File: src/rtl/l2_mem_bridge_if.sv
// L2-side line port and external memory-bus port of the L2 memory bridge.
// master drives requests/commands; slave answers them.
interface l2_port_if;
    logic [47:0]  l2_addr;
    logic         l2_read;
    logic         l2_write;
    logic [511:0] l2_write_data;
    logic [511:0] l2_read_data;
    logic         l2_ready;
    logic         mem_err;

    modport master (output l2_addr, l2_read, l2_write, l2_write_data,
                    input  l2_read_data, l2_ready, mem_err);
    modport slave  (input  l2_addr, l2_read, l2_write, l2_write_data,
                    output l2_read_data, l2_ready, mem_err);
endinterface

interface mem_bus_if #(parameter int BEAT_W = 64);
    logic              bus_cmd_valid;
    logic              bus_cmd_ready;
    logic              bus_cmd_write;
    logic [47:0]       bus_cmd_addr;
    logic [BEAT_W-1:0] bus_wdata;
    logic              bus_wvalid;
    logic              bus_wready;
    logic [BEAT_W-1:0] bus_rdata;
    logic              bus_rvalid;

    modport master (output bus_cmd_valid, bus_cmd_write, bus_cmd_addr, bus_wdata, bus_wvalid,
                    input  bus_cmd_ready, bus_wready, bus_rdata, bus_rvalid);
    modport slave  (input  bus_cmd_valid, bus_cmd_write, bus_cmd_addr, bus_wdata, bus_wvalid,
                    output bus_cmd_ready, bus_wready, bus_rdata, bus_rvalid);
endinterface

File: src/rtl/l2_mem_bridge.sv
// Serializes one 512-bit L2 line fetch/writeback into a command plus BEATS data beats.
// Optional stall watchdog enabled by defining L2MEM_TIMEOUT_EN.
module l2_mem_bridge #(
    parameter int BEAT_W         = 64,
    parameter int BEATS          = 512 / BEAT_W,
    parameter int TIMEOUT_CYCLES = 1024
) (
    input  logic      clk,
    input  logic      reset,
    l2_port_if.slave  l2,
    mem_bus_if.master bus
);
    localparam int KW = (BEATS > 1) ? $clog2(BEATS) : 1;

    typedef enum logic [2:0] {IDLE, CMD, WDATA, RDATA, RESP} state_e;

    state_e        state_q, state_d;
    logic [KW-1:0] k_q, k_d;
    logic [47:0]   addr_q, addr_d;
    logic [511:0]  wbuf_q, wbuf_d, rline_q, rline_d;
    logic          wr_q, wr_d;
    logic          ready_q;
    logic          last_beat;

    assign last_beat = (k_q == KW'(BEATS - 1));

`ifdef L2MEM_TIMEOUT_EN
    logic [15:0] stall_q, stall_d;
    logic        err_q, err_d;
    logic        active, progress;
`endif

    always_comb begin
        state_d = state_q;
        k_d     = k_q;
        addr_d  = addr_q;
        wbuf_d  = wbuf_q;
        rline_d = rline_q;
        wr_d    = wr_q;
`ifdef L2MEM_TIMEOUT_EN
        stall_d  = stall_q;
        err_d    = err_q;
        active   = 1'b0;
        progress = 1'b0;
`endif
        case (state_q)
            IDLE: begin
                if (l2.l2_write) begin
                    addr_d  = {l2.l2_addr[47:6], 6'b0};
                    wbuf_d  = l2.l2_write_data;
                    wr_d    = 1'b1;
                    state_d = CMD;
                end else if (l2.l2_read) begin
                    addr_d  = {l2.l2_addr[47:6], 6'b0};
                    wr_d    = 1'b0;
                    state_d = CMD;
                end
            end
            CMD: begin
                if (bus.bus_cmd_ready) begin
                    k_d     = '0;
                    state_d = wr_q ? WDATA : RDATA;
                    // Start from a clean line so beats lost to a timeout read as zero.
                    if (!wr_q) rline_d = '0;
                end
            end
            WDATA: begin
                if (bus.bus_wready) begin
                    k_d = k_q + 1'b1;
                    if (last_beat) state_d = RESP;
                end
            end
            RDATA: begin
                if (bus.bus_rvalid) begin
                    rline_d[k_q*BEAT_W +: BEAT_W] = bus.bus_rdata;
                    k_d = k_q + 1'b1;
                    if (last_beat) state_d = RESP;
                end
            end
            RESP:    state_d = IDLE;
            default: state_d = IDLE;
        endcase
`ifdef L2MEM_TIMEOUT_EN
        active   = (state_q == CMD) || (state_q == WDATA) || (state_q == RDATA);
        progress = ((state_q == CMD)   && bus.bus_cmd_ready) ||
                   ((state_q == WDATA) && bus.bus_wready)    ||
                   ((state_q == RDATA) && bus.bus_rvalid);
        if (!active || progress) begin
            stall_d = '0;
        end else begin
            stall_d = stall_q + 16'd1;
            if (stall_d == 16'(TIMEOUT_CYCLES)) begin
                state_d = RESP;
                err_d   = 1'b1;
            end
        end
`endif
    end

    always_ff @(posedge clk or posedge reset) begin
        if (reset) begin
            state_q <= IDLE;
            k_q     <= '0;
            addr_q  <= '0;
            wbuf_q  <= '0;
            rline_q <= '0;
            wr_q    <= 1'b0;
            ready_q <= 1'b0;
        end else begin
            state_q <= state_d;
            k_q     <= k_d;
            addr_q  <= addr_d;
            wbuf_q  <= wbuf_d;
            rline_q <= rline_d;
            wr_q    <= wr_d;
            ready_q <= (state_d == RESP);
        end
    end

`ifdef L2MEM_TIMEOUT_EN
    always_ff @(posedge clk or posedge reset) begin
        if (reset) begin
            stall_q <= '0;
            err_q   <= 1'b0;
        end else begin
            stall_q <= stall_d;
            err_q   <= err_d;
        end
    end
    assign l2.mem_err = err_q;
`else
    logic unused_cfg;
    assign unused_cfg = ^32'(TIMEOUT_CYCLES);
    assign l2.mem_err = 1'b0;
`endif

    // Low address bits only select bytes within the line.
    logic unused_lo;
    assign unused_lo = ^l2.l2_addr[5:0];

    assign l2.l2_ready     = ready_q;
    assign l2.l2_read_data = rline_q;

    assign bus.bus_cmd_valid = (state_q == CMD);
    assign bus.bus_cmd_write = (state_q == CMD) && wr_q;
    assign bus.bus_cmd_addr  = addr_q;
    assign bus.bus_wvalid    = (state_q == WDATA);
    assign bus.bus_wdata     = (state_q == WDATA) ? wbuf_q[k_q*BEAT_W +: BEAT_W] : '0;
endmodule

File: src/flat_wrapper.sv
// flat-port wrapper written by rule: the top's interface ports become plain ports
module l2_mem_bridge_flat 
#(
    parameter int BEAT_W         = 64,
    parameter int BEATS          = 512 / BEAT_W,
    parameter int TIMEOUT_CYCLES = 1024
)
  (clk, reset, l2_l2_addr, l2_l2_read, l2_l2_write, l2_l2_write_data, l2_l2_read_data, l2_l2_ready, l2_mem_err, bus_bus_cmd_valid, bus_bus_cmd_write, bus_bus_cmd_addr, bus_bus_wdata, bus_bus_wvalid, bus_bus_cmd_ready, bus_bus_wready, bus_bus_rdata, bus_bus_rvalid);
  l2_port_if l2_i ();
  mem_bus_if #(.BEAT_W(BEAT_W)) bus_i ();
  input  logic clk;
  input  logic reset;
  input wire logic [$bits(l2_i.l2_addr)-1:0] l2_l2_addr;
  input wire logic [$bits(l2_i.l2_read)-1:0] l2_l2_read;
  input wire logic [$bits(l2_i.l2_write)-1:0] l2_l2_write;
  input wire logic [$bits(l2_i.l2_write_data)-1:0] l2_l2_write_data;
  output wire logic [$bits(l2_i.l2_read_data)-1:0] l2_l2_read_data;
  output wire logic [$bits(l2_i.l2_ready)-1:0] l2_l2_ready;
  output wire logic [$bits(l2_i.mem_err)-1:0] l2_mem_err;
  output wire logic [$bits(bus_i.bus_cmd_valid)-1:0] bus_bus_cmd_valid;
  output wire logic [$bits(bus_i.bus_cmd_write)-1:0] bus_bus_cmd_write;
  output wire logic [$bits(bus_i.bus_cmd_addr)-1:0] bus_bus_cmd_addr;
  output wire logic [$bits(bus_i.bus_wdata)-1:0] bus_bus_wdata;
  output wire logic [$bits(bus_i.bus_wvalid)-1:0] bus_bus_wvalid;
  input wire logic [$bits(bus_i.bus_cmd_ready)-1:0] bus_bus_cmd_ready;
  input wire logic [$bits(bus_i.bus_wready)-1:0] bus_bus_wready;
  input wire logic [$bits(bus_i.bus_rdata)-1:0] bus_bus_rdata;
  input wire logic [$bits(bus_i.bus_rvalid)-1:0] bus_bus_rvalid;
  assign l2_i.l2_addr = l2_l2_addr;
  assign l2_i.l2_read = l2_l2_read;
  assign l2_i.l2_write = l2_l2_write;
  assign l2_i.l2_write_data = l2_l2_write_data;
  assign l2_l2_read_data = l2_i.l2_read_data;
  assign l2_l2_ready = l2_i.l2_ready;
  assign l2_mem_err = l2_i.mem_err;
  assign bus_bus_cmd_valid = bus_i.bus_cmd_valid;
  assign bus_bus_cmd_write = bus_i.bus_cmd_write;
  assign bus_bus_cmd_addr = bus_i.bus_cmd_addr;
  assign bus_bus_wdata = bus_i.bus_wdata;
  assign bus_bus_wvalid = bus_i.bus_wvalid;
  assign bus_i.bus_cmd_ready = bus_bus_cmd_ready;
  assign bus_i.bus_wready = bus_bus_wready;
  assign bus_i.bus_rdata = bus_bus_rdata;
  assign bus_i.bus_rvalid = bus_bus_rvalid;
  l2_mem_bridge #(.BEAT_W(BEAT_W), .BEATS(BEATS), .TIMEOUT_CYCLES(TIMEOUT_CYCLES)) u_core (.clk(clk), .reset(reset), .l2(l2_i), .bus(bus_i));
endmodule
File: config.mk
export PLATFORM = sky130hd
export DESIGN_NAME = l2_mem_bridge_flat
export DESIGN_NICKNAME = d
export VERILOG_FILES = /design/src/rtl/l2_mem_bridge_if.sv /design/src/rtl/l2_mem_bridge.sv /design/src/flat_wrapper.sv
export SDC_FILE = /design/constraint.sdc
export NUM_CORES = 2
export LEC_CHECK = 0
export CORE_AREA = 2 2 489 491
export CTS_CLUSTER_SIZE = 16
export DETAILED_ROUTE_END_ITERATION = 7
export DIE_AREA = 0 0 491 493
export SYNTH_ARGS = -nofsm -noshare
export SYNTH_HDL_FRONTEND = slang
export SYNTH_SLANG_ARGS = --single-unit
export TNS_END_PERCENT = 1
File: constraint.sdc
create_clock -name clk -period 56.4 [get_ports clk]
set_clock_uncertainty 0.1 [all_clocks]
set_input_delay 16.92 -clock clk [delete_from_list [all_inputs] [get_ports clk]]
set_output_delay 16.92 -clock clk [all_outputs]
set_load 0.02 [all_outputs]
After elaboration in Yosys (flattened, before gate mapping). Index checks and enable logic that the tools add are counted.

Output and inout port bits: 629. Input bits: 631. Flip-flop bits (word level): 1080. Word-level logic and storage cells: 52.

Reduce and logical (&&, ||, !) cells: 9. Equality and inequality tests: 9. $add $sub $neg: 2. Mux-type cells: 22. Shift-type cells: 3.

Operators by type and width (number): $mux 512 (3); $pmux 512 s2 (1); $bwmux 512 (1); $shift 64x34->512 const A (1); $shiftx 512x10->64 (1); $shiftx 64x34->512 (1); $mux 48 (2); $mux 64 (1); $neg 9->34 (1); $mux 3 (9); $pmux 3 s4 (1); $pmux 3 s3 (1); $reduce_and 4->1 (2); $eq 3x2->1 const B (2); $eq 3x3->1 const B (2); $ne 2x1->1 const B (2); $ne 2x2->1 const B (2); $reduce_and 2->1 (2); $reduce_bool 2->1 (2); $add 3x1->3 const B (1); $eq 3x1->1 const B (1); $logic_not 3->1 (1); $mux 1 (3); $reduce_bool 3->1 (1); $logic_and 1x1->1 (1).

Longest topological paths before layout.
Depth after elaboration: 5. Mapped depth: 13. Gate-level depth less buffers: 7.

Least setup slack after synthesis. No wires, ideal clock.

Path type: reg2out. From: register u_core.k_q[0]. To: output bus_bus_wdata[60]. Data arrival time: 1.781 ns. Path buffers: 3. Slack: 37.599 ns. Required time: 39.380 ns. Stages on the path, launching flop included: 7. Cell sequence: dfrtp_1 -> buf_2 -> buf_2 -> buf_2 -> mux4_2 -> nand2_1 -> a21oi_1.

Cells in the longest elaborated chain, start to end: 2.

Ends and longest elaborated chain: start, declared (RTL line l2_mem_bridge.sv:18) `logic [KW-1:0] k_q, k_d;`; start signal, assigned (RTL line l2_mem_bridge.sv:111) `k_q <= k_d;`; $shiftx 512x10->64 (RTL line l2_mem_bridge.sv:148) `assign bus.bus_wdata = (state_q == WDATA) ? wbuf_q[k_q*BEAT_W +: BEAT_W] : '0;`; $mux 64 (RTL line l2_mem_bridge.sv:148); end, declared (RTL line flat_wrapper.sv:23) `output wire logic [$bits(bus_i.bus_wdata)-1:0] bus_bus_wdata;`.

Every way passes these cells.

==> impl_results.md <==
* CP max FO at 108
* Synthesis Warnings at 0
* Most common cell in the synthesized netlist: dfrtp_1
* Number of synthesized flops with an enable pin at 0
* Fillers at 24490
* Reg2Reg Setup Slack at 51510 ps
* Overall routed net length at 181.9 mm
* Worst r2r src: u_core.state_q[0]$_DFF_PP0_
* Startpoint Class: primary input
* FMAX at 45.10 MHz
* GPL Wtd Cong at 0.8095
* Worst setup startpoint: reset
* CP required at 57060 ps
* Num ports at 1260
* Setup TNS at 0 ps
* Dominant synthesized flop cell: dfrtp_1
* DRC at 0
* Final Util at 26.87%
* Crit-path cells: clkdlybuf4s50_1 -> inv_8 -> buf_4 -> buf_4 -> buf_4 -> buf_4 -> buf_4 -> buf_4
* Power density cells at 54.62 mW/mm2
* Final #Nets at 4802
* Total CTS buffers at 121
* Largest cells by area after synthesis: dfrtp_1 (61%), mux2_2 (14%), mux4_2 (6.6%), a22o_1 (5.0%), nand2_1 (2.8%)
* Final Max Tran Viols at 0
* Sequential cell area at 0.02689 mm2
* Biggest area consumer among synthesized cells: dfrtp_1
* Yosys cell types at 46
* CTS max path bufs at 3
* Core Area at 0.2370 mm2
* TritonRoute pass-1 iters at 7
* Worst EP arrival at 22840 ps
* Number of global-route vias before repair at 33110
* Minimum clock period at 22170 ps
* DR vias/cell at 4.231
* Worst path slowest cell: buf_4
* Clock net sink count at 1074
* CTS clk-pin slew, worst paths at 60 ps
* Largest net degree at the start of global routing at 162
* Hold Path Class: reg2reg
* DIE AREA at 0.2421 mm2
* Worst Path Buf+Inv at 8
* Top delay family on crit path: buffers and inverters
* # port buffers at 1246
* Starting Density at 18.46%
* Final Power at 0.003478 W
* Area of the multi-input gates at 0.01571 mm2
* Post_cts resized at 0
* Die Wd at 491 um
* Status: finished, final reports clean
* Setup violators final at 0
* CTS Hold Bufs at 0
* CTS tree: done
* P&R area growth vs syn at 45.60%
* All-Layer GR Usage at 14.58%
* Slowest cell delay on critical path at 870 ps
* Routed Antenna Nets at 0
* Synth Register Bits at 1074
* Initial antenna violation count at 65
* Sequential area share after synthesis at 61.45%
* First-pass GRT wire length at 255.5 mm
* H-tree Lvls at 3
* Post-DP HPWL at 133.6 mm
* Max-cap check violation count at 0
* Share of post-route cells with drive strength above 1 at 22.77%
* Clk_lat worst skew at 770 ps
* Post-Syn Instances at 2979
* Share of the synthesized area in the top cell type at 61.45%
* Avg Cell Area, Syn at 14.68 um2
* RSZ-0062 raised after global routing: false
* Crit-path most repeated cell: buf_4
* DR iter-0 viols at 2141
* LEAKAGE at 25.74 nW
* Final critical-path share of the clock period at 39.32%
* Critical path depth in cells at 8
* GRT overflow at 0
* R2R cell count at 6
* WS Path Type: in2async
* Worst-Margin Slew at 1185 ps
* Via count at 31560
* Cell area after synthesis at 0.04373 mm2
* Post-CTS Setup Inserts at 0
* Top cells by count, synth: dfrtp_1 (1074), mux2_2 (554), nand2_1 (331), a22o_1 (250)
* Worst reg2reg endpoint: u_core.wbuf_q[447]$_DFFE_PP0P_
* Worst VDD drop at 0.03068 mV
* CTS Root Cell: clkbuf_16
* CP endpoint kind: asynchronous set/reset pin
* FP Rows at 179
* Die Y at 493 um
* Hold Vio Cnt, Final at 0
* Slew headroom at 20.99%
* Critical Path Sink: u_core.l2.l2_read_data[67]$_DFFE_PP0P_
* Fraction of registers with async set/reset at 100.0%
* Routed length per placed instance at 24.38 um
-- cell usage in the layout, fill, tap and decap left out, drive strengths merged, types with 2 or more instances in the layout --
master         instances
clkdlybuf4s50       1246
dfrtp               1074
mux2                 554
nand2                331
a22o                 250
clkbuf               171
o2bb2ai              128
mux4                 128
a32o                  70
a21oi                 69
o21ai                 67
buf                   55
clkinv                34
diode                 27
inv                   14
nor2                   8
ha                     7
conb                   7
bufinv                 7
nor3                   6
and2                   5
a31oi                  4
clkinvlp               3
nor4                   3
nor2b                  2
and3b                  2
mux2i                  2
or3b                   2
nand4                  2
nand3                  2
-- area by class of cell --
cell class	count	area share [%]
diodes	27	0.1061
clock buffers	171	5.506
clock inverters	52	0.9294
inverters	6	0.05109
multi-input cells	1660	24.67
flip-flops and latches	1074	42.22
well taps	3167	6.223
repair buffers	1301	20.29
-- where the power goes --
part,switching (W),internal (W)
Sequential,0.000199,0.00108
Combinational,0.000675,0.000716
Clock,0.000344,0.000466
-- how the worst min path moves through the flow --
| stage | cells past startpoint | end | startpoint | slack [ps] |
|---|---|---|---|---|
| CTS | 1 | u_core.l2.l2_read_data[44]$_DFFE_PP0P_ | u_core.l2.l2_read_data[44]$_DFFE_PP0P_ | 390 |
| detailed placement | 1 | u_core.l2.l2_read_data[166]$_DFFE_PP0P_ | u_core.l2.l2_read_data[166]$_DFFE_PP0P_ | 370 |
| global placement | 1 | u_core.l2.l2_read_data[148]$_DFFE_PP0P_ | u_core.l2.l2_read_data[148]$_DFFE_PP0P_ | 370 |
| finish | 1 | u_core.l2.l2_read_data[5]$_DFFE_PP0P_ | u_core.l2.l2_read_data[5]$_DFFE_PP0P_ | 390 |
| floorplan | 1 | u_core.wbuf_q[128]$_DFFE_PP0P_ | u_core.wbuf_q[128]$_DFFE_PP0P_ | 380 |
| global route | 1 | u_core.l2.l2_read_data[401]$_DFFE_PP0P_ | u_core.l2.l2_read_data[401]$_DFFE_PP0P_ | 400 |
-- routing by layer --
metal | up-vias | wire length, um | global-route usage [%]
met1 | 16310 | 68010 | 16.53
met2 | 1389 | 89530 | 24.72
met3 | 330 | 16230 | 4.997
met4 | 54 | 7732 | 6.563
li1 | 13470 | - | -
met5 | - | 366 | 0
-- registers in the layout, summed over array words and instances (netlist names) --
name / cells
u_core.k_q: 3
u_core.wbuf_q: 512
u_core.l2.l2_read_data: 512
u_core.bus.bus_cmd_addr: 42
u_core.l2.l2_ready: 1
u_core.state_q: 3
u_core.wr_q: 1
-- kinds of logic after synthesis --
logic type / Yosys count / synth area share, %
flops: 1074 / 61.45
buf+inv: 251 / 2.984
mux: 684 / 20.90
compound gates: 592 / 10.94
simple gates: 370 / 3.508
other cells: 1 / 0.008575
fa+ha+maj: 7 / 0.2003
-- stage by stage --
stage                     hold slack (ps)  std cells  area, um2  setup WS (ps)
final                               386.4       7458      63680          34230
after global placement              370.7       7208      59510          33260
after floorplan                     375.1       2985      43760           9146
after global routing                400.6       7449      63650          33330
after CTS                           390.2       7431      63610          34020
after detailed placement            372.4       7208      59510          33140
(Power assumes the default switching activity.)
